===== config.mk =====
export PLATFORM = sky130hd
export DESIGN_NAME = reg_cmd_parser
export DESIGN_NICKNAME = d
export VERILOG_FILES = /design/src/rtl/reg_cmd_parser.sv
export SDC_FILE = /design/constraint.sdc
export NUM_CORES = 1
export LEC_CHECK = 0
export ABC_AREA = 1
export BUFFER_PORTS_ARGS = -buffer_cell sky130_fd_sc_hd__buf_2
export CORE_MARGIN = 1.5
export CORE_UTILIZATION = 40
export CTS_BUF_LIST = sky130_fd_sc_hd__clkbuf_8
export DETAILED_ROUTE_END_ITERATION = 8
export SYNTH_ARGS = -nofsm -noshare
export SYNTH_HDL_FRONTEND = slang
export SYNTH_SLANG_ARGS = --single-unit

===== constraint.sdc =====
create_clock -name clk -period 2.7 [get_ports clk]
set_input_delay 0.405 -clock clk [delete_from_list [all_inputs] [get_ports clk]]
set_output_delay 0.405 -clock clk [all_outputs]
set_load 0.02 [all_outputs]

===== src/rtl/reg_cmd_parser.sv =====
// reg_cmd_parser: byte-stream command parser driving the register wrapper bus.
// Commands: 0x57 addr d3 d2 d1 d0 writes data to addr; 0x52 addr returns rd_data as 4 bytes, MSB first.
// Ports: clk/rst (sync active-high); rx_data/rx_valid/rx_ready command byte input;
//        addr_out/data_out/write_en register bus; rd_data read mux return;
//        tx_data/tx_valid/tx_ready response bytes; err_pulse bad opcode or timeout.
module reg_cmd_parser #(
   parameter int         REG_ADDR_WIDTH = 8,
   parameter int         REG_DATA_WIDTH = 32,
   parameter int         TIMEOUT        = 1000,
   parameter logic [7:0] CMD_WR         = 8'h57,
   parameter logic [7:0] CMD_RD         = 8'h52
) (
   input  logic                      clk,
   input  logic                      rst,
   input  logic [7:0]                rx_data,
   input  logic                      rx_valid,
   output logic                      rx_ready,
   output logic [REG_ADDR_WIDTH-1:0] addr_out,
   output logic [REG_DATA_WIDTH-1:0] data_out,
   output logic                      write_en,
   input  logic [REG_DATA_WIDTH-1:0] rd_data,
   output logic [7:0]                tx_data,
   output logic                      tx_valid,
   input  logic                      tx_ready,
   output logic                      err_pulse
);
   localparam int TW = $clog2(TIMEOUT + 1);
   typedef enum logic [2:0] {IDLE, ADDR, DATA, WRITE, RD_WAIT, SEND} state_t;
   state_t state, state_n;
   logic rd_cmd;
   logic [1:0] cnt;
   logic [TW-1:0] tcnt;
   logic [REG_DATA_WIDTH-1:0] sh;
   logic rx_acc, tx_acc, tmo, bad, in_cmd;
   assign rx_acc   = rx_valid & rx_ready;
   assign tx_acc   = tx_valid & tx_ready;
   assign in_cmd   = state == ADDR || state == DATA;
   // An accepted byte on the expiry cycle wins over the timeout.
   assign tmo      = in_cmd && !rx_acc && tcnt == TW'(TIMEOUT - 1);
   assign bad      = state == IDLE && rx_acc && rx_data != CMD_WR && rx_data != CMD_RD;
   assign write_en = state == WRITE;
   assign tx_data  = sh[REG_DATA_WIDTH-1 -: 8];
   always_comb begin
      state_n = state;
      case (state)
         IDLE:    state_n = (rx_acc && !bad) ? ADDR : IDLE;
         ADDR:    state_n = rx_acc ? (rd_cmd ? RD_WAIT : DATA) : tmo ? IDLE : ADDR;
         DATA:    state_n = (rx_acc && cnt == 2'd3) ? WRITE : tmo ? IDLE : DATA;
         WRITE:   state_n = IDLE;
         RD_WAIT: state_n = SEND;
         SEND:    state_n = (tx_acc && cnt == 2'd3) ? IDLE : SEND;
         default: state_n = IDLE;
      endcase
   end
   always_ff @(posedge clk) begin
      if (rst) begin
         state     <= IDLE;
         rx_ready  <= 1'b0;
         tx_valid  <= 1'b0;
         err_pulse <= 1'b0;
         tcnt      <= '0;
         cnt       <= '0;
         rd_cmd    <= 1'b0;
         addr_out  <= '0;
         data_out  <= '0;
         sh        <= '0;
      end else begin
         state     <= state_n;
         // Handshake flags are decoded from the next state so they are plain flops.
         rx_ready  <= state_n == IDLE || state_n == ADDR || state_n == DATA;
         tx_valid  <= state_n == SEND;
         err_pulse <= bad | tmo;
         tcnt      <= (in_cmd && !rx_acc) ? tcnt + 1'b1 : '0;
         cnt       <= (state == ADDR || state == RD_WAIT) ? 2'd0 :
                      cnt + 2'((state == DATA && rx_acc) || tx_acc);
         if (state == IDLE && rx_acc) rd_cmd <= rx_data == CMD_RD;
         if (state == ADDR && rx_acc) addr_out <= REG_ADDR_WIDTH'(rx_data);
         if (state == DATA && rx_acc) data_out <= {data_out[REG_DATA_WIDTH-9:0], rx_data};
         if (state == RD_WAIT) sh <= rd_data;
         else if (tx_acc) sh <= sh << 8;
      end
   end
endmodule

======== After elaboration in Yosys (flattened, before gate mapping) ========
Cells that the tools add are included.
Widths: inputs -> output; s select.
cells by class
  bitwise logic cells ..................... 4
  add/subtract/negate cells ............... 2
  multiplexer cells ....................... 10
  equal/unequal tests ..................... 13
  reduce and logical (&&, ||, !) cells .... 22
operator list
  operator               number
  $mux 32                2
  $ne 8x7->1 const B     2
  $pmux 3 s5             1
  $add 10x1->10 const B  1
  $eq 10x10->1 const B   1
  $logic_and 1x1->1      10
  $eq 3x2->1 const B     3
  $eq 3x3->1 const B     3
  $mux 3                 3
  $eq 8x7->1 const B     1
  $eq 3x1->1 const B     2
  $logic_not 3->1        2
  $logic_or 1x1->1       5
  $mux 2                 2
  $reduce_or 2->1        2
  $add 2x1->2            1
  $and 1x1->1            2
  $eq 2x2->1 const B     1
  $logic_not 1->1        2
  $mux 1                 2
  $reduce_bool 2->1      1
  $not 1->1              1
  $or 1x1->1             1
word-level totals
  flip-flop bits (word level) ............. 91
  input bits .............................. 44
  word-level logic and storage cells ...... 61
  output and inout port bits .............. 52

======== Depth between registers and ports, before layout ========
Gate-level depths: netlist (run 1).
  word-level depth ........................ 11
  depth in mapped cells ................... 8
  mapped depth without buffers ............ 8

======== Worst setup path before layout (run 1) ========
No wires, ideal clock.
  kind .................................... register to output
  start point ............................. reg state[2]
  end point ............................... out write_en
  slack ................................... 1.114 ns
  buffers on the path ..................... 2
  data required time ...................... 2.295 ns
  arrival ................................. 1.181 ns
  stages on the path, launching flop included .. 4
  cells stage by stage .................... dfxtp_1 -> buf_2 -> clkbuf_1 -> nor3_1
on the way
  word-level cells in the longest chain between the ends .. 1
RTL lines
  element                   line  source
  start: declaration        29    state_t state, state_n;
  start signal: assignment  68    state <= state_n;
  $eq 3x2->1                41    assign write_en = state == WRITE;
  end: declaration          20    output logic write_en,
Every way passes these cells.

======== Final worst setup path (run 1) ========
  start point ............................. reg state[0]
  end point ............................... reg sh[16]
on the way
  word-level cells in the longest chain between the ends .. 2
  elaborated cells on any way between the ends .. 3
  those cells by class .................... eq/ne: 1; mux: 1; reduce/logical: 1
RTL lines
  element                                       line  source
  $eq 3x3->1 (*)                                79    if (state == RD_WAIT) sh <= rd_data;
  $mux 32 or $reduce_bool 2->1 (tied branches)  -
  end signal: assignment                        79
  end signal: assignment                        80    else if (tx_acc) sh <= sh << 8;
  end: declaration                              33    logic [REG_DATA_WIDTH-1:0] sh;
Mark *: on every way between the ends. The rest lies on a longest branch, timed or not.
A chain may end at the register's enable or synchronous reset.

==> flow_summary.json, run 1 <==
{
  "overflow": 0,
  "worst_ep_arrival_time_ns": 2.12,
  "period_needed_ns": 1.83,
  "postCtsSetupRepairBufs": 0,
  "power_frac_seq_pct": 53.8,
  "nets": 617,
  "dr.pass1.iters": 4,
  "tns_ns": 0,
  "cts_resized": 0,
  "path_max_fanout": 17,
  "final_cell_mix": "100 x nand2_1, 95 x buf_2, 91 x dfxtp_1",
  "seq_area_frac_synth_pct": 48.1,
  "p_sw_mw": 0.546,
  "max_stage_delay_ns": 0.39,
  "synth_area_um2": 3790,
  "slowest_stage": "dfxtp_1",
  "routed-wl-met2_mm": 4.06,
  "avgSynthCellArea_um2": 7.62,
  "clk_latency_ns": 0.36,
  "synth_top_area_share_pct": 48.1,
  "holdPathEnd": "sh[0]",
  "syn2layout_area_growth_pct": 17.4,
  "highest_layer": "met4",
  "stdcell_count": 687,
  "post_synth_num_cell_types": 27,
  "yosysWarnings": 0,
  "row_count": 35,
  "synth.area.top_cells": "dfxtp_1 48%, nand2_1 9.9%, a21oi_1 8.1%",
  "switching_share_pct": 21.9,
  "timing.rr.start": "state[0]",
  "p_leak_nw": 1.82,
  "ys_seq_elements": 91,
  "period_share_pct": 67.8,
  "tightestPinTransition_ns": 0.769,
  "pin_count": 96,
  "outcome": "complete, no violations",
  "setup_viol": 0,
  "final_common_cell": "nand2_1",
  "holdWs_ns": 0.315,
  "layout-drive-gt1-share_pct": 22.2,
  "synth_compound_area_share_pct": 17.0,
  "pwr-share-clk_pct": 42.7,
  "io_buffer_count": 95,
  "drc": 0,
  "wl_per_cell_um": 12.9,
  "finalClockSkew_ns": 0.0101,
  "syn-num-nets": 543,
  "hold_start": "rd_data[0]",
  "gp_congestion": 0.731,
  "synth_top_family_by_area": "simple AND/OR/NAND/NOR gates",
  "synth_xor_area_share_pct": 0.694,
  "yosys.area_share.simple_pct": 24.3,
  "grt_max_degree": 53,
  "worstSetupPathType": "flop to flop",
  "power.density_nw_per_um2": 562,
  "h-tree-depth": 3,
  "cts_tree": "built",
  "clockBufferDepth": 2,
  "dpl.cell_count": 671,
  "antenna_found_initial": 0,
  "hold_buffers": 0,
  "synthMuxAreaShare_pct": 0,
  "fill_cells": 945,
  "hpwl_mm": 6.01,
  "maxCapViolCount": 0,
  "grt.total_usage_pct": 18.0,
  "wl_met1_mm": 4.11,
  "grt_pass1_vias": 3196,
  "clkSinkCount": 91,
  "critPathLaunch": "state[0]",
  "antenna_left": 0,
  "fp.dieH_um": 100,
  "dpl_cell_area_um2": 4210,
  "fin_area_um2": 4450,
  "path_clk_slew_ns": 0.09,
  "start_util_pct": 41.2,
  "max_slew_margin_pct": 48.7,
  "cts_made_buffers": 9,
  "crit_top_cell": "o21ai_0",
  "ir_drop_v": 0.000252,
  "antenna_cells": 0,
  "r2r-end": "sh[16]",
  "hold_viol": 0,
  "hold_depth": 3,
  "synth.largest_area_cell": "dfxtp_1",
  "die_w_um": 100,
  "viasPerCell": 5.08,
  "cts-root-buf": "clkbuf_8",
  "slew_viol_final": 0,
  "rr_worst_depth": 6,
  "drt-initial-drc-count": 148,
  "via_count": 3492,
  "dp_slack_ns": 0.884,
  "grt_first_pass_wirelength_mm": 14.5,
  "critPathRequiredTime_ns": 2.99,
  "fmax_ghz": 0.547,
  "power_frac_comb_pct": 3.5,
  "synth_adder_area_share_pct": 0.661,
  "rsz0062_at_grt": "no",
  "wl_met3_um": 579,
  "syn_inst": 497,
  "dieArea_um2": 10100,
  "intPower_mw": 1.95,
  "cp_cell_sequence": "nor2_4 > nand2_1 > buf_4 > o21ai_0 > o21ai_0 > a21oi_1",
  "end_kind": "flop",
  "fp.coreArea_um2": 9200,
  "min_path_type": "primary input to flop",
  "routed_wl_mm": 8.88,
  "r2r_slack_ns": 0.87,
  "setup_ws_ns": 0.870,
  "startpoint_type": "flop"
}
metrics by stage:
stage               util, %  total power, mW
floorplan                 -             1.42
global placement       45.8             1.46
detailed placement     45.8             1.46
CTS                    48.4             2.52
global route           48.4             2.58
finish                 48.4             2.50
cell usage after synthesis:
cell	count
xor2_1	2
nand2_1	100
nand2_2	2
xnor2_1	1
inv_1	26
nor2_4	1
a21oi_1	61
and3_1	1
buf_2	11
buf_6	7
nor3_1	4
nor2_1	43
o21ai_0	41
buf_1	1
nor3_4	1
o211ai_1	4
inv_2	3
a21oi_4	1
nand2_4	1
ha_1	2
clkbuf_1	12
dfxtp_1	91
buf_4	8
a31oi_1	14
nand3_1	56
nor3_2	1
nand3b_1	2
layer usage:
layer / vias to the layer above / global-route usage, %
met4: 0 / 6.93
met1: 1607 / 23.3
met5: - / 0
met3: 11 / 5.08
li1: 1789 / -
met2: 85 / 28.7
power groups by stage:
stage / Sequential [mW] / Clock [mW] / Combinational (mW)
after floorplan: 1.38 / 0 / 0.0396
after global placement: 1.38 / 0 / 0.0879
after detailed placement: 1.38 / 0 / 0.0884
after CTS: 1.34 / 1.09 / 0.0886
after global routing: 1.34 / 1.13 / 0.0994
final: 1.34 / 1.07 / 0.0880
how the worst max path moves through the flow:
stage               end  depth (start not counted)
4_1_cts          sh[16]                          6
2_1_floorplan  write_en                          3
3_5_place_dp     sh[16]                          6
6_report         sh[16]                          6
3_3_place_gp     sh[16]                          6
5_1_grt          sh[16]                          6
cells by family (layout without fill, tap and decap cells):
| logic type | count (synthesis) | after routing |
|---|---|---|
| buffers and inverters | 68 | 147 |
| adder cells (fa/ha/maj) | 2 | 2 |
| AO/OA/AOI/OAI | 121 | 121 |
| AND/OR/NAND/NOR | 212 | 212 |
| flip-flops | 91 | 91 |
| XOR/XNOR | 3 | 3 |
area by class of cell:
| type | count | area [um2] | area share [%] |
|---|---|---|---|
| flip-flops and latches | 91 | 1820 | 41.0 |
| multi-input cells | 338 | 1620 | 36.3 |
| repair buffers | 102 | 528 | 11.9 |
| clock buffers | 11 | 151 | 3.40 |
| well taps | 111 | 139 | 3.12 |
| inverters | 29 | 109 | 2.45 |
| clock inverters | 5 | 83.8 | 1.88 |
critical path, delay by kind of cell, from the launching register on:
kind                   cells  cell delay [ns]
buffers and inverters      1             0.31
AO/OA/AOI/OAI              3             0.34
AND/OR/NAND/NOR            2             0.73
flip-flops                 1             0.39
state kept, by name, summed over array words and instances, names as in the netlist:
| register | count |
|---|---|
| data_out | 32 |
| sh | 32 |
| tcnt | 10 |
| addr_out | 8 |
| state | 3 |
| cnt | 2 |
| err_pulse | 1 |
| rd_cmd | 1 |
| rx_ready | 1 |
| tx_valid | 1 |
Note: power is estimated with default switching activity, not from simulation.
==> run 2: changes to the inputs <==
- ABC_AREA: 1 -> 0
- clock period: 2.7 -> 1.92 ns (I/O delays scaled with it)
==> flow_summary.json, run 2 <==
{
  "outcome": "complete, but fails checks",
  "violations": "DRC",
  "path_max_fanout": 4,
  "io_buffer_count": 95,
  "routed-wl-met2_mm": 3.84,
  "rsz0062_at_grt": "no",
  "dpl_cell_area_um2": 4130,
  "synth.largest_area_cell": "dfxtp_1",
  "wl_per_cell_um": 13.1,
  "pwr-share-clk_pct": 38.4,
  "grt.total_usage_pct": 17.5,
  "switching_share_pct": 22.0,
  "fp.dieH_um": 98.9,
  "startpoint_type": "flop",
  "clkSinkCount": 91,
  "worst-path-buf-inv": 0,
  "wl_met1_mm": 3.89,
  "tns_ns": 0,
  "dieArea_um2": 9790,
  "stdcell_count": 636,
  "syn2layout_area_growth_pct": 17.3,
  "maxCapViolCount": 0,
  "antenna_found_initial": 0,
  "gp_congestion": 0.822,
  "synthArstFlopShare_pct": 0,
  "period_needed_ns": 1.58,
  "ys.flop_type": "dfxtp_1",
  "syn_inst": 450,
  "hold_buffers": 0,
  "period_share_pct": 82.4,
  "row_count": 34,
  "path_delay_family": "simple AND/OR/NAND/NOR gates",
  "postCtsSetupRepairBufs": 0,
  "synth_area_um2": 3680,
  "fp.coreArea_um2": 8810,
  "slew_viol_final": 0,
  "cp_cell_sequence": "ha_1 > nand4b_1 > or3_1 > a22oi_1 > a221oi_1",
  "clk_latency_ns": 0.35,
  "clockBufferDepth": 2,
  "drc": 7,
  "max_slew_margin_pct": 72.4,
  "path_clk_slew_ns": 0.09,
  "worst_ep_arrival_time_ns": 1.81,
  "final_common_cell": "nand2_1",
  "holdWs_ns": 0.174,
  "yosysMostFrequentCell": "nand2_1",
  "cts-root-buf": "clkbuf_8",
  "dr.pass1.iters": 6,
  "pin_count": 96,
  "fmax_ghz": 0.632,
  "yosysWarnings": 0,
  "grt_pass1_vias": 3023,
  "critPathRequiredTime_ns": 2.15,
  "syn-num-nets": 496,
  "synth_edf_count": 0,
  "finalClockSkew_ns": 0.00917,
  "avgSynthCellArea_um2": 8.18,
  "overflow": 0,
  "via_count": 3180,
  "power.density_nw_per_um2": 748,
  "die_w_um": 98.9,
  "end_kind": "flop",
  "grt_max_degree": 57,
  "cts_resized": 0,
  "post_synth_num_cell_types": 35,
  "tightestPinTransition_ns": 0.410,
  "h-tree-depth": 3,
  "grt_first_pass_wirelength_mm": 13.9,
  "viasPerCell": 5.00,
  "highest_layer": "met4",
  "power_frac_comb_pct": 3.1,
  "cts_made_buffers": 9,
  "routed_wl_mm": 8.36,
  "fin_area_um2": 4320,
  "start_util_pct": 41.8,
  "final_cell_mix": "127 x nand2_1, 95 x buf_2, 91 x dfxtp_1",
  "wl_met3_um": 524,
  "seq_area_frac_synth_pct": 49.5,
  "p_sw_mw": 0.711,
  "dpl.cell_count": 620,
  "ir_drop_v": 0.000400,
  "power_frac_seq_pct": 58.5,
  "antenna_cells": 0,
  "setup_viol": 0,
  "cts_tree": "built",
  "synthTopCellsByCount": "127 x nand2_1, 91 x dfxtp_1, 50 x nor2_1, 43 x a21oi_1, 24 x a311oi_1",
  "synth_top_area_share_pct": 49.5,
  "intPower_mw": 2.52,
  "fill_cells": 925,
  "layout-drive-gt1-share_pct": 22.5,
  "drt-initial-drc-count": 111,
  "hpwl_mm": 5.66,
  "min_path_type": "primary input to flop",
  "max_stage_delay_ns": 0.38,
  "slowest_stage": "dfxtp_1",
  "synth.area.top_cells": "dfxtp_1 49%, nand2_1 13%, a21oi_1 5.8%",
  "antenna_left": 0,
  "top_regs": "data_out (32), sh (32), tcnt (10)",
  "nets": 569,
  "hold_viol": 0,
  "worstSetupPathType": "flop to flop",
  "ys_seq_elements": 91,
  "p_leak_nw": 1.74
}
==> run 2: cell count changes in the layout (fill, tap and decap cells not counted), moves of 8 or more <==
cell      previous run  this run
xnor2_1              1        10
a311oi_1             0        24
a31oi_1             14         0
inv_1               26         6
o21ai_0             41         1
nand3_1             56        14
mux2i_1              0         8
nand2_1            100       127
a21oi_1             61        43
==> run 2: stage by stage <==
step	util (%)	power (mW)	setup slack, ns
2_1_floorplan	-	1.97	0.312
3_3_place_gp	46.9	2.04	0.424
3_5_place_dp	46.9	2.03	0.365
4_1_cts	49.0	3.28	0.340
5_1_grt	49.0	3.35	0.202
6_report	49.0	3.23	0.338
==> run 2: kinds of logic (layout without fill, tap and decap cells) <==
group / count (synthesis) / in the layout / share of synthesized area [%]
buf+inv: 44 / 122 / 6.63
compound gates: 74 / 74 / 13.1
mux: 8 / 8 / 2.17
fa+ha+maj: 2 / 2 / 0.679
flops: 91 / 91 / 49.5
xor+xnor: 12 / 12 / 2.85
simple gates: 219 / 219 / 25.1
==> run 2: power by group through the flow <==
stage	clock network (mW)	registers, mW	logic [mW]
after global placement	0	1.93	0.102
after floorplan	0	1.94	0.0358
final	1.24	1.89	0.101
after CTS	1.29	1.89	0.102
after global routing	1.35	1.89	0.110
after detailed placement	0	1.93	0.101
==> run 2: worst paths after layout <==
check / from / end / slack [ns] / depth (start not counted)
hold / removal: rd_data[5] / sh[5] / 0.17 / 3
setup / recovery: tcnt[0] / tx_valid / 0.34 / 5
hold reg to reg: data_out[28] / data_out[28] / 0.46 / 2
setup reg to reg: tcnt[0] / tx_valid / 0.34 / 5
==> run 2: metal layers <==
layer	vias up	track usage, %
met5	-	0
met4	0	5.82
met3	12	5.89
met2	79	28.9
met1	1445	21.5
li1	1644	-
==> run 2: cell type report <==
class	count	area, um2	share of cell area, %
sequential	91	1820	42.2
multi-input combinational	315	1620	37.4
timing repair buffer	103	548	12.7
tap	108	135	3.13
clock buffer	9	124	2.87
clock inverter	7	62.6	1.45
inverter	3	11.3	0.261
==> run 2: tightest hold or removal path, delay by kind of cell <==
family                 cells  cell delay, ns
buffers and inverters      1            0.10
and+or+nand+nor            1            0.04
AOI/OAI and AO/OA          1            0.05
==> run 3: changes to the inputs <==
- ABC_AREA: 0 -> 1
- clock period: 1.92 -> 1.55 ns (I/O delays scaled with it)
==> flow_summary.json, run 3 (synthesis gave the netlist of run 1 again) <==
{
  "clk_latency_ns": 0.36,
  "die_w_um": 100,
  "dp_slack_ns": 0.173,
  "postCtsSetupRepairBufs": 0,
  "cts_made_buffers": 9,
  "regArea_um2": 1820,
  "drc": 0,
  "fmax_ghz": 0.699,
  "cts-root-buf": "clkbuf_8",
  "viasPerCell": 5.02,
  "routed_wl_mm": 8.99,
  "max_slew_margin_pct": 64.5,
  "worst-path-buf-inv": 2,
  "antenna_left": 0,
  "tns_ns": 0,
  "final_cell_mix": "100 x nand2_1, 95 x buf_2, 89 x dfxtp_1",
  "period_share_pct": 92.4,
  "setup_ws_ns": 0.118,
  "dieArea_um2": 10100,
  "p_leak_nw": 1.85,
  "path_delay_family": "flip-flops",
  "path_clk_slew_ns": 0.09,
  "cts_resized": 2,
  "via_count": 3474,
  "clkSinkCount": 91,
  "end_kind": "output port",
  "power.density_nw_per_um2": 912,
  "r2r-end": "tcnt[6]",
  "critPathRequiredTime_ns": 1.32,
  "fp.coreArea_um2": 9200,
  "clockBufferDepth": 2,
  "finalClockSkew_ns": 0.0192,
  "max_stage_delay_ns": 0.41,
  "cts_tree": "built",
  "fill_cells": 956,
  "top_regs": "data_out (32), sh (32), tcnt (10)",
  "start_util_pct": 41.2,
  "min_path_type": "primary input to flop",
  "tightestPinTransition_ns": 0.533,
  "p_total_mw": 4.09,
  "maxCapViolCount": 0,
  "syn2layout_area_growth_pct": 18.4,
  "overflow": 0,
  "final_common_cell": "nand2_1",
  "antenna_cells": 0,
  "hpwl_mm": 6.15,
  "multi_input_area_um2": 1620,
  "fp.dieH_um": 100,
  "io_buffer_count": 95,
  "grt_first_pass_wirelength_mm": 14.6,
  "path_max_fanout": 5,
  "hold_depth": 3,
  "period_needed_ns": 1.43,
  "antenna_found_initial": 0,
  "row_count": 35,
  "hold_start": "rd_data[8]",
  "worst_ep_arrival_time_ns": 1.20,
  "setup_viol": 0,
  "layout-drive-gt1-share_pct": 23.2,
  "grt_max_degree": 53,
  "holdWs_ns": 0.136,
  "r2r_slack_ns": 0.17,
  "slowest_stage": "dfxtp_2",
  "rr_worst_depth": 7,
  "holdPathEnd": "sh[8]",
  "nets": 622,
  "ir_drop_v": 0.000483,
  "drt-initial-drc-count": 165,
  "wl_per_cell_um": 13.0,
  "rsz0062_at_grt": "no",
  "slew_viol_final": 0,
  "gp_congestion": 0.760,
  "worstSetupPathType": "flop to output port",
  "timing.rr.start": "tcnt[0]",
  "cp_cell_sequence": "inv_1 > nor3_2 > buf_2",
  "grt.total_usage_pct": 18.3,
  "pin_count": 96,
  "hold_buffers": 0,
  "dr.pass1.iters": 4,
  "h-tree-depth": 3,
  "outcome": "complete, no violations",
  "grt_pass1_vias": 3159,
  "hold_viol": 0,
  "startpoint_type": "flop"
}
[run 3: cell count changes in the layout (fill, tap and decap cells not counted), moves of 4 or more]
cell / before / now
a21oi_1: 43 / 61
nand3_1: 14 / 56
nor2_1: 50 / 43
a311oi_1: 24 / 0
o211ai_1: 0 / 4
o21ai_0: 1 / 41
nand2_1: 127 / 100
nand2b_1: 4 / 0
xnor2_1: 10 / 1
mux2i_1: 8 / 0
inv_1: 6 / 27
a31oi_1: 0 / 14
[run 3: how the worst max path moves through the flow]
stage | end | slack (ns) | start | cells after the start
global route | write_en | 0.03 | state[0] | 3
detailed placement | data_out[4] | 0.17 | state[1] | 6
floorplan | cnt[1] | 0.04 | state[1] | 8
finish | write_en | 0.12 | state[0] | 3
CTS | write_en | 0.05 | state[0] | 3
global placement | data_out[7] | 0.23 | state[1] | 6
[run 3: final cells by class]
cell class / instances / share of cell area (%)
Inverter: 29 / 2.43
Sequential cell: 91 / 40.7
Tap cell: 111 / 3.10
Timing Repair Buffer: 107 / 13.4
Multi-Input combinational cell: 338 / 36.1
Clock inverter: 7 / 1.51
Clock buffer: 9 / 2.76
[run 3: metal layers]
metal	wire length [um]	track usage [%]	part of all wire [%]	vias to the layer above
li1	-	-	-	1801
met1	4230	23.6	47	1589
met2	4170	28.8	46	80
met3	535	5.50	5.9	4
met4	63	6.83	0.70	0
met5	0	0	0	-
[run 3: worst min-delay path, stage by stage]
cell	delay, ns
buf_2	0.07
o21ai_0	0.07
nor2_1	0.09
[run 3: where the power goes]
group	internal, mW	switching (mW)	leakage, nW
Combinational	0.0641	0.0978	1.01
Sequential	2.34	0.00180	0.734
Clock	0.740	0.847	0.0968
Total	3.14	0.947	1.85
[run 3: per-stage QoR]
step | std cells | cell area (um2) | utilization (%)
floorplan | 497 | 3790 | -
finish | 692 | 4490 | 48.8
global route | 692 | 4490 | 48.8
CTS | 692 | 4490 | 48.8
detailed placement | 676 | 4290 | 46.6
global placement | 676 | 4290 | 46.6
